### src/rtl/klotski_move_recorder.sv
// rtl/klotski_move_recorder.sv - checks 4x4 klotski snapshots and queues blank-move directions
// Optional build macro KLOTSKI_REPLAY_EN turns the FIFO into a replayable record buffer.
module klotski_move_recorder #(
  parameter int DEPTH  = 64,
  parameter int ADDR_W = 6
) (
  input  logic              i_clk,
  input  logic              i_rst_n,
  input  logic              i_start,
  input  logic [63:0]       i_klotski,
  input  logic              i_board_valid,
`ifdef KLOTSKI_REPLAY_EN
  input  logic              i_replay,
`endif
  output logic              o_busy,
  output logic [1:0]        o_dir,
  output logic              o_valid,
  input  logic              i_ready,
  output logic [ADDR_W:0]   o_count,
  output logic              o_full,
  output logic              o_empty,
  output logic              o_error,
  output logic              o_overflow
);

  typedef enum logic [1:0] {S_IDLE, S_LOCATE, S_WAIT, S_DIFF} state_t;

  localparam logic [ADDR_W:0] DEPTH_W = (ADDR_W+1)'(DEPTH);

  state_t            state;
  logic [63:0]       ref_r;
  logic [63:0]       snap_r;
  logic [3:0]        zpos_r;
  logic [3:0]        idx;
  logic [ADDR_W:0]   wr_ptr;
  logic [ADDR_W:0]   rd_ptr;
  logic [1:0]        mem [DEPTH];

  logic [4:0]        zcnt;
  logic [3:0]        nz;
  logic              found, adj, rest_ok, swap_ok, legal, same;
  logic [1:0]        dir_new;
  logic [1:0]        zr, zc, nr, nc;
  logic              push_req, push_ok, pop, overflow_set;

  assign o_count = wr_ptr - rd_ptr;
  assign o_valid = (o_count != '0);
  assign o_empty = ~o_valid;
`ifdef KLOTSKI_REPLAY_EN
  assign o_full  = (wr_ptr == DEPTH_W);
`else
  assign o_full  = (o_count == DEPTH_W);
`endif
  assign o_dir   = o_valid ? mem[rd_ptr[ADDR_W-1:0]] : 2'd0;
  assign o_busy  = (state == S_LOCATE) || (state == S_DIFF);

  // Move legality: exactly one blank, orthogonally adjacent, swapped tile matches, rest untouched.
  always_comb begin
    zcnt    = '0;
    nz      = '0;
    found   = 1'b0;
    rest_ok = 1'b1;
    for (int i = 0; i < 16; i++) begin
      if (snap_r[i*4 +: 4] == 4'd0) begin
        zcnt = zcnt + 5'd1;
        if (!found) nz = 4'(i);
        found = 1'b1;
      end
    end
    for (int i = 0; i < 16; i++) begin
      if ((4'(i) != zpos_r) && (4'(i) != nz) && (snap_r[i*4 +: 4] != ref_r[i*4 +: 4]))
        rest_ok = 1'b0;
    end
    zr      = zpos_r[3:2];
    zc      = zpos_r[1:0];
    nr      = nz[3:2];
    nc      = nz[1:0];
    adj     = 1'b1;
    dir_new = 2'd0;
    if (nc == zc && zr != 2'd0 && nr == zr - 2'd1)       dir_new = 2'd0;
    else if (nc == zc && zr != 2'd3 && nr == zr + 2'd1)  dir_new = 2'd1;
    else if (nr == zr && zc != 2'd0 && nc == zc - 2'd1)  dir_new = 2'd2;
    else if (nr == zr && zc != 2'd3 && nc == zc + 2'd1)  dir_new = 2'd3;
    else                                                 adj = 1'b0;
    swap_ok = (snap_r[{zpos_r, 2'b00} +: 4] == ref_r[{nz, 2'b00} +: 4]);
    legal   = (zcnt == 5'd1) && adj && swap_ok && rest_ok;
    same    = (snap_r == ref_r);
  end

  always_comb begin
    push_req = (state == S_DIFF) && !i_start && !same && legal;
    pop      = o_valid && i_ready;
`ifdef KLOTSKI_REPLAY_EN
    push_ok  = push_req && !o_full;
`else
    push_ok  = push_req && (!o_full || pop);
`endif
    overflow_set = push_req && !push_ok;
  end

  always_ff @(posedge i_clk) begin
    if (push_ok) mem[wr_ptr[ADDR_W-1:0]] <= dir_new;
  end

  always_ff @(posedge i_clk or negedge i_rst_n) begin
    if (!i_rst_n) begin
      state      <= S_IDLE;
      ref_r      <= '0;
      snap_r     <= '0;
      zpos_r     <= '0;
      idx        <= '0;
      wr_ptr     <= '0;
      rd_ptr     <= '0;
      o_error    <= 1'b0;
      o_overflow <= 1'b0;
    end else if (i_start) begin
      ref_r      <= i_klotski;
      idx        <= '0;
      wr_ptr     <= '0;
      rd_ptr     <= '0;
      o_error    <= 1'b0;
      o_overflow <= 1'b0;
      state      <= S_LOCATE;
    end else begin
      if (push_ok) wr_ptr <= wr_ptr + 1'b1;
`ifdef KLOTSKI_REPLAY_EN
      if (i_replay) rd_ptr <= '0;
      else if (pop) rd_ptr <= rd_ptr + 1'b1;
`else
      if (pop) rd_ptr <= rd_ptr + 1'b1;
`endif
      if (overflow_set) o_overflow <= 1'b1;
      case (state)
        S_IDLE: ;
        S_LOCATE: begin
          if (ref_r[{idx, 2'b00} +: 4] == 4'd0) begin
            zpos_r <= idx;
            state  <= S_WAIT;
          end else if (idx == 4'd15) begin
            o_error <= 1'b1;
            state   <= S_IDLE;
          end else begin
            idx <= idx + 4'd1;
          end
        end
        S_WAIT: begin
          if (i_board_valid) begin
            snap_r <= i_klotski;
            state  <= S_DIFF;
          end
        end
        S_DIFF: begin
          state <= S_WAIT;
          if (!same) begin
            if (legal) begin
              ref_r  <= snap_r;
              zpos_r <= nz;
            end else begin
              o_error <= 1'b1;
            end
          end
        end
        default: state <= S_IDLE;
      endcase
    end
  end

endmodule

### config.mk
export PLATFORM = sky130hd
export DESIGN_NAME = klotski_move_recorder
export DESIGN_NICKNAME = d
export VERILOG_FILES = /design/src/rtl/klotski_move_recorder.sv
export SDC_FILE = /design/constraint.sdc
export NUM_CORES = 1
export LEC_CHECK = 0
export BUFFER_PORTS_ARGS = -buffer_cell sky130_fd_sc_hd__buf_2
export CORE_ASPECT_RATIO = 2
export CORE_MARGIN = 2
export CORE_UTILIZATION = 55
export DETAILED_ROUTE_END_ITERATION = 6
export GPL_TIMING_DRIVEN = 0
export HOLD_SLACK_MARGIN = 0.08
export PLACE_DENSITY = 0.83
export REMOVE_ABC_BUFFERS = 1
export SETUP_SLACK_MARGIN = 0.05
export SLEW_MARGIN = 40
export SYNTH_ARGS = -nofsm -noshare
export SYNTH_HDL_FRONTEND = slang
export SYNTH_SLANG_ARGS = --single-unit
### constraint.sdc
create_clock -name i_clk -period 27.8 [get_ports i_clk]
set_clock_uncertainty 0.1 [all_clocks]
set_input_delay 8.34 -clock i_clk [delete_from_list [all_inputs] [get_ports i_clk]]
set_output_delay 8.34 -clock i_clk [all_outputs]
set_load 0.02 [all_outputs]
### Yosys cells after proc, flatten, opt, wreduce, memory -nomap -nowiden

Memories as Yosys holds them, arrays and structs flattened.
Cells that the tools add are included.

* input port bits: 69
* output and inout port bits: 15
* logic and storage cells: 321
* register bits: 154
* memories: 1
* memory bits (writable): 128

Memories
* mem: depth 64, width 2, rd ports 1, clocked after memory_dff 0, wr ports 1, line 37 `logic [1:0] mem [DEPTH];`

* eq/ne operators: 74
* reduce and logical (&&, ||, !) cells: 92
* shifts and indexed selects: 3
* multiplexer cells: 117
* add/sub/neg operators: 23
* bitwise operators: 2

Operator list (count)
* 64-bit two-way mux: 4
* 64-bit by 7-bit variable part select with 4-bit output: 3
* 4-bit two-way mux: 35
* 5-bit by 1-bit adder with 5-bit output, second input constant: 15
* 5-bit two-way mux: 15
* 4-bit zero test: 17
* 64-bit == test: 1
* 4-bit != test: 16
* 4-bit != test, first input constant: 16
* 1-bit logical AND: 49
* 1-bit two-way mux: 47
* 3-bit by 4-bit != test with 1-bit output, first input constant: 8
* 7-bit two-way mux: 4
* 2-bit two-way mux: 9
* 2-bit nonzero test: 9
* 2-bit by 4-bit != test with 1-bit output, first input constant: 4
* 7-bit by 1-bit adder with 7-bit output, second input constant: 2
* 2-bit != test, second input constant: 7
* 2-bit == test: 6
* 3-bit != test, second input constant: 4
* 3-bit AND reduction: 4
* 4-bit nonzero test: 3
* 5-bit AND reduction: 2
* 1-bit by 4-bit != test with 1-bit output, first input constant: 2
* 21 further kinds: 29

### Logic depth before layout (Yosys ltp)

Gate-level depths: netlist of the first run.

* word-level depth: 58
* mapped depth: 57
* gate-level depth less buffers: 54

### Least setup slack after synthesis of the first run

No wires, ideal clock.

* kind: register to output
* start point: register rd_ptr[1]
* end point: output o_valid
* data required time: 19.360 ns
* arrival: 3.394 ns
* path buffers: 2
* stages on the path, launching flop included: 13
* path slack: 15.966 ns
* path through: dfrtp_1 clkbuf_1 clkbuf_1 inv_1 ha_1 a21o_1 a21oi_1 o21bai_1 a21oi_1 xnor2_1 or4b_2 nor2_1 inv_1

* longest elaborated chain between the ends: 2

Ends and longest elaborated chain
* from (decl): line 36 `logic [ADDR_W:0] rd_ptr;`
* from (signal assigned): line 130 `if (pop) rd_ptr <= rd_ptr + 1'b1;`
* 7-bit subtractor: line 46 `assign o_count = wr_ptr - rd_ptr;`
* named net o_count[5]: line 19 `output logic [ADDR_W:0] o_count,`
* 7-bit nonzero test: line 47 `assign o_valid = (o_count != '0);`
* to (decl): line 17 `output logic o_valid,`

The timed path passes the listed nets, and every way through them passes these cells.

### Worst setup path in the final report of the first run

* start point: register snap_r[4]
* end point: memory mem[9][0] (enable)

* longest elaborated chain between the ends: 54
* elaborated cells between the ends (all ways): 170
* those cells by class: add/sub: 14; eq/ne: 25; shift: 2; mux: 80; reduce/logical: 49

Ends and longest elaborated chain
* from (decl): line 32 `logic [63:0] snap_r;`
* from (signal assigned): line 148 `snap_r <= i_klotski;`
* parallel branches: the longest is 50 deep, another holds 5-bit by 1-bit adder with 5-bit output
* 1-bit logical AND *: line 91 `push_req = (state == S_DIFF) && !i_start && !same && legal;`
* 1-bit logical AND *: line 96 `push_ok = push_req && (!o_full || pop);`
* 1-bit two-way mux *: line 102 `if (push_ok) mem[wr_ptr[ADDR_W-1:0]] <= dir_new;`
* 1-bit two-way mux (implied by the code) *: line 102
* to (decl): line 37

Every way passes the cells marked *.

==> run_results.csv, run 1 <==
group,metric,value,unit
die,initial_core_util,55.9,%
cts,clkLatencyLatePin,0.57,ns
synth,syn_area,0.0176,mm²
synth,synth.area.mux_share,17.7,%
global_route,grt_pass1_wl,77.9,mm
drt,first_pass_iters,6,
sta,final-hold-violation-count,0,
die,fp.dieW,131,µm
drt,drt-wirelength-per-cell,24.4,µm
global_route,grt_overflow,0,
setup_path,cp-startpoint,"snap_r[4]",
sta,holdWs,0.426,ns
layout,syn2layout_area_growth,11.7,%
synth,yosys.area.top_type_share,21.9,%
setup_path,timing.rr.start,"snap_r[4]",
setup_path,cp_common_cell,"ha_1",
setup_path,cp_top_family,"simple AND/OR/NAND/NOR gates",
sta,fmaxAchievable,0.0806,GHz
synth,syn_inst,1557,
cts,clkSinkCount,282,
global_route,grt_usage,30.4,%
synth,async_flop_share,54.6,%
synth,synthAdderAreaFrac,2.53,%
setup_path,path_class,"flop to flop",
cts,clockBufferDepth,3,
cts,clk_pin_slew,0.07,ns
worst_hold_path,hp-class,"flop to flop",
sta,slew_violations,0,
die,die_h,257,µm
synth,synthSimpleGateAreaFrac,15.1,%
drt,route.detailed.drc,0,
synth,ys_warn_count,0,
worst_hold_path,min_path_cells,2,
die,coreArea,0.0315,mm²
placed_design,place_area,0.0188,mm²
layout,layout_common_cells,"dfrtp_1, edfxtp_1, nand2_1",
setup_path,cp.arrival,12.49,ns
setup_path,slowest_stage,"nor4_1",
setup_path,rr_endpoint,"mem[9][0]",
synth,synth_top_family_by_area,"multiplexers",
synth,synth_flop_cell,"dfrtp_1",
die,std_cell_rows,92,
layout,final_common_cell,"dfrtp_1",
synth,seq_area_frac_synth,43.7,%
sta,setup_viol,0,
synth,synthXorXnorAreaFrac,7.49,%
drt,viasPerCell,6.66,
setup_path,reg2reg_depth,51,
layout,fin_area,0.0197,mm²
cts,ctsHoldBuffers,0,
sta,relSlewSlack,28.7,%
sta,worst_pin_slew,1.07,ns
synth,synth_cell_type_count,80,
drt,drt-initial-drc-count,966,
setup_path,cp_max_fo,64,
sta,setup_tns,0,ns
outcome,status,"finished, final reports clean",
worst_hold_path,min_to,"o_overflow",
worst_hold_path,hp-start,"o_overflow",
synth,synth-seq-cells,282,
die,ios,84,
cts,cts_inserted_buffers,25,
setup_path,end_kind,"flop",
drt,totalWireLength,50.2,mm
synth,synth_compound_area_share,9.86,%
cts,htree_levels,1,
cts,cts-resized-gates,0,
cts,cts_root_buf,"clkbuf_16",
synth,yosysTopAreaCell,"dfrtp_1",
synth,synth.avg_cell_area,11.3,µm²
drt,vias,13700,
placed_design,io_buffers,83,
setup_path,worst_setup_path_start_kind,"flop",
cts,cts_setup_buffers,0,
setup_path,reg2reg_slack,15.40,ns
drt,ant_nets,0,
layout,nets,1716,
sta,finalCritPeriodShare,44.6,%
die,dieArea,0.0336,mm²
sta,grt_setup_unrepaired,"no",
setup_path,crit_buf_inv,4,
synth,yosys-top-cells-area,"dfrtp_1, edfxtp_1, mux4_2",
layout,diodes,0,
setup_path,cp_data_required_time,27.89,ns
synth,synth_edf_count,128,
placed_design,dpl.hpwl,37.8,mm
cts,cts_tree,"built",
layout,drive_gt1_share,22.8,%
sta,post-route-min-period,12.40,ns
run,drv_cap,0,
global_route,grt_pass1_vias,14300,
placed_design,gp_congestion,0.972,
global_route,grt_max_degree,116,
global_route,antenna_found_initial,0,
setup_path,cpPeakStageDelay,0.70,ns
[metal layers]
layer  up-vias  GRT usage, %  wire (µm)
met4         0          24.1       4690
met5         -             0          0
met1      6750          30.1      15800
met2       629          55.5      27400
met3       225          3.28       2280
li1       6082             -          -
[worst register-to-register path, delay by kind of cell (launching register included)]
family | cells | cell delay (ns)
simple gates | 19 | 3.86
fa+ha+maj | 13 | 3.72
mux | 1 | 0.13
xor+xnor | 1 | 0.54
compound gates | 13 | 2.79
buf+inv | 4 | 0.45
flops | 1 | 0.45
[registers in the layout, indices dropped and copies added (netlist names)]
register,flops
o_error,1
wr_ptr,7
ref_r,64
zpos_r,4
rd_ptr,7
mem,128
snap_r,64
state,2
idx,4
o_overflow,1
[layout make-up]
class                   instances  area (µm²)
well taps                     423         529
multi-input cells            1128        9560
fillers                      2499       11900
inverters                      45         169
clock inverters                14         108
repair buffers                130         916
flip-flops and latches        282        7700
clock buffers                  32         694
[stage by stage]
| step | cells | setup slack, ns | util (%) |
|---|---|---|---|
| global placement | 1961 | 10.44 | 57.3 |
| CTS | 2052 | 15.51 | 62.2 |
| global route | 2054 | 14.47 | 62.4 |
| finish | 2054 | 15.40 | 62.4 |
| floorplan | 1455 | 14.24 | - |
| detailed placement | 2006 | 15.59 | 59.7 |
[cells by family after synthesis]
logic type	count (synthesis)
adder cells (fa/ha/maj)	35
XOR/XNOR	133
AO/OA/AOI/OAI	260
buffers and inverters	147
multiplexers	221
flip-flops	282
AND/OR/NAND/NOR	479
[synth_stat cells (10+ instances only)]
cell,n
xor2_1,61
mux2_2,69
clkbuf_1,71
nand2_1,121
o21ai_0,71
mux2i_1,87
inv_1,43
o21ai_1,18
a21oi_1,41
edfxtp_1,128
xnor2_1,59
a211oi_1,17
or4_1,19
dfrtp_1,154
nand3_1,24
a2111oi_0,17
o211a_1,10
buf_2,10
mux4_2,65
ha_1,34
nor2_1,72
nor3_1,16
nand4_1,25
nor3b_1,20
nor4_1,113
[how the worst max path moves through the flow]
stage,cells past startpoint,slack (ns),to
floorplan,3,14.24,snap_r[0]
global placement,3,10.44,snap_r[39]
detailed placement,51,15.59,mem[53][1]
CTS,51,15.51,mem[9][1]
global route,50,14.47,mem[9][0]
finish,51,15.40,mem[9][0]
Power of run 1 is left out: the tool's default activity adds up to more than one toggle a clock period on the data nets, which glitch-free logic cannot reach.
==> run 2, diff against run 1 <==
==> constraint.sdc (replaced) <==
create_clock -name i_clk -period 12.6 [get_ports i_clk]
set_clock_uncertainty 0.1 [all_clocks]
set_input_delay 3.78 -clock i_clk [delete_from_list [all_inputs] [get_ports i_clk]]
set_output_delay 3.78 -clock i_clk [all_outputs]
set_load 0.02 [all_outputs]
==> run 2 against run 1 <==
Global-route usage stayed put. Hold slack improved by 0.00084 ns. Critical path type unchanged. Cell area increased by 2.0%. Final cell count grew 0.24%. Die area did not move. Critical endpoint is now mem[11][1]. Utilization rose by 1.3 points. Highest routed layer unchanged. Wire length grew 2.1%. Critical path depth is 1 higher. Flip-flop and latch count did not move. Sequential share of layout area down 0.78 points. First-iteration DRC count is 17% higher. Setup slack worse by 15 ns.
==> run_results.csv, run 2 (synthesized netlist as in run 1, its figures left out) <==
group,metric,value,unit
layout,largest_reg_flops,128,
outcome,status,"finished, final reports clean",
sta,fmaxAchievable,0.0850,GHz
drt,viasPerCell,6.74,
layout,syn2layout_area_growth,14.0,%
setup_path,worst_setup_path_start_kind,"flop",
layout,filler_cell_count,2426,
drt,route.detailed.drc,0,
die,coreArea,0.0315,mm²
layout,multi_input_area,0.00993,mm²
drt,ant_nets,0,
sta,slew_violations,0,
sta,post-route-min-period,11.76,ns
run,drv_cap,0,
drt,totalWireLength,51.2,mm
worst_hold_path,hp-start,"o_overflow",
sta,finalCritPeriodShare,93.3,%
layout,drive_gt1_share,26.5,%
layout,nets,1721,
cts,cts_root_buf,"clkbuf_16",
layout,final_cells,2059,
drt,drt-wirelength-per-cell,24.9,µm
setup_path,cpPeakStageDelay,0.63,ns
cts,cts_inserted_buffers,25,
global_route,grt_pass1_vias,14300,
cts,clkLatencyLatePin,0.57,ns
sta,worst_slack,0.838,ns
setup_path,reg2reg_depth,52,
setup_path,slowest_stage,"or4_1",
layout,layout_common_cells,"dfrtp_1, edfxtp_1, nand2_1",
setup_path,timing.rr.start,"snap_r[4]",
drt,vias,13900,
setup_path,end_kind,"flop",
global_route,grt_overflow,0,
drt,drt-initial-drc-count,1132,
die,fp.dieW,131,µm
placed_design,io_buffers,83,
cts,htree_levels,1,
die,initial_core_util,55.9,%
worst_hold_path,hp-class,"flop to flop",
layout,regArea,0.00770,mm²
drt,first_pass_iters,6,
cts,clockBufferDepth,3,
global_route,grt_usage,30.4,%
cts,clk_pin_slew,0.07,ns
setup_path,cp_common_cell,"ha_1",
worst_hold_path,min_path_cells,2,
setup_path,cp.arrival,11.86,ns
die,die_h,257,µm
sta,final-hold-violation-count,0,
die,ios,84,
setup_path,reg2reg_slack,0.84,ns
setup_path,rr_endpoint,"mem[11][1]",
placed_design,dp_slack,0.393,ns
placed_design,dp.cells,2006,
die,dieArea,0.0336,mm²
die,std_cell_rows,92,
placed_design,gp_congestion,0.972,
sta,relSlewSlack,29.0,%
layout,diodes,0,
global_route,grt_max_degree,116,
global_route,antenna_found_initial,0,
layout,final_common_cell,"dfrtp_1",
global_route,grt_pass1_wl,77.9,mm
cts,cts_tree,"built",
sta,setup_viol,0,
worst_hold_path,min_to,"o_overflow",
sta,grt_setup_unrepaired,"no",
placed_design,dpl.hpwl,37.8,mm
setup_path,path_class,"flop to flop",
setup_path,cp_max_fo,32,
sta,worst_pin_slew,1.06,ns
setup_path,cp_data_required_time,12.70,ns
cts,clkSinkCount,282,
## run 2: cell count changes in the layout (fill, tap and decap cells not counted), moves of 2 or more
cell     delta
buf_4       +4
nor4_1     -51
nor4_2     +51
nand2_8     +2
## run 2: critical path: cells and delay by family (launching register included)
kind | cells | cell delay, ns
adder cells (fa/ha/maj) | 13 | 3.71
AND/OR/NAND/NOR | 19 | 3.05
AO/OA/AOI/OAI | 13 | 2.76
buffers and inverters | 5 | 0.65
XOR/XNOR | 1 | 0.55
flip-flops | 1 | 0.44
multiplexers | 1 | 0.13
## run 2: metal layers
layer	part of all wire [%]	GRT usage [%]	vias up
li1	-	-	6100
met1	31	30.1	6838
met2	54	55.5	686
met3	5.0	3.28	262
met4	9.7	24.1	0
met5	0	0	-
## run 2: how the worst max path moves through the flow
stage	startpoint	end	slack [ns]
floorplan	snap_r[4]	zpos_r[0]	-0.65
global placement	snap_r[4]	zpos_r[3]	-3.57
detailed placement	snap_r[4]	mem[53][1]	0.39
CTS	snap_r[4]	mem[9][1]	0.31
global route	snap_r[4]	mem[25][1]	0.03
finish	snap_r[4]	mem[11][1]	0.84
## run 2: cell type report
type                    count  area share [%]
flip-flops and latches    282            38.4
inverters                  45           0.841
repair buffers            134            4.71
multi-input cells        1129            49.4
clock buffers              32            3.46
well taps                 423            2.64
clock inverters            14           0.536
## run 2: metrics by stage
step	hold WS, ns	setup TNS [ns]	instance area, µm²	utilization (%)
after global placement	0.409	-202.83	18100	57.3
final	0.427	0	20100	63.7
after detailed placement	0.414	0	18800	59.7
after CTS	0.422	0	19600	62.2
after floorplan	0.405	-3.82	17100	-
after global routing	0.469	0	20100	63.7
## run 2: repair_timing
item,in CTS,in global routing
hold endpoints to repair,0,0
hold buffers,0,0
gates resized for setup,0,59
setup endpoints to repair,0,179
setup buffers,0,4
Power of run 2 is left out for the same reason.
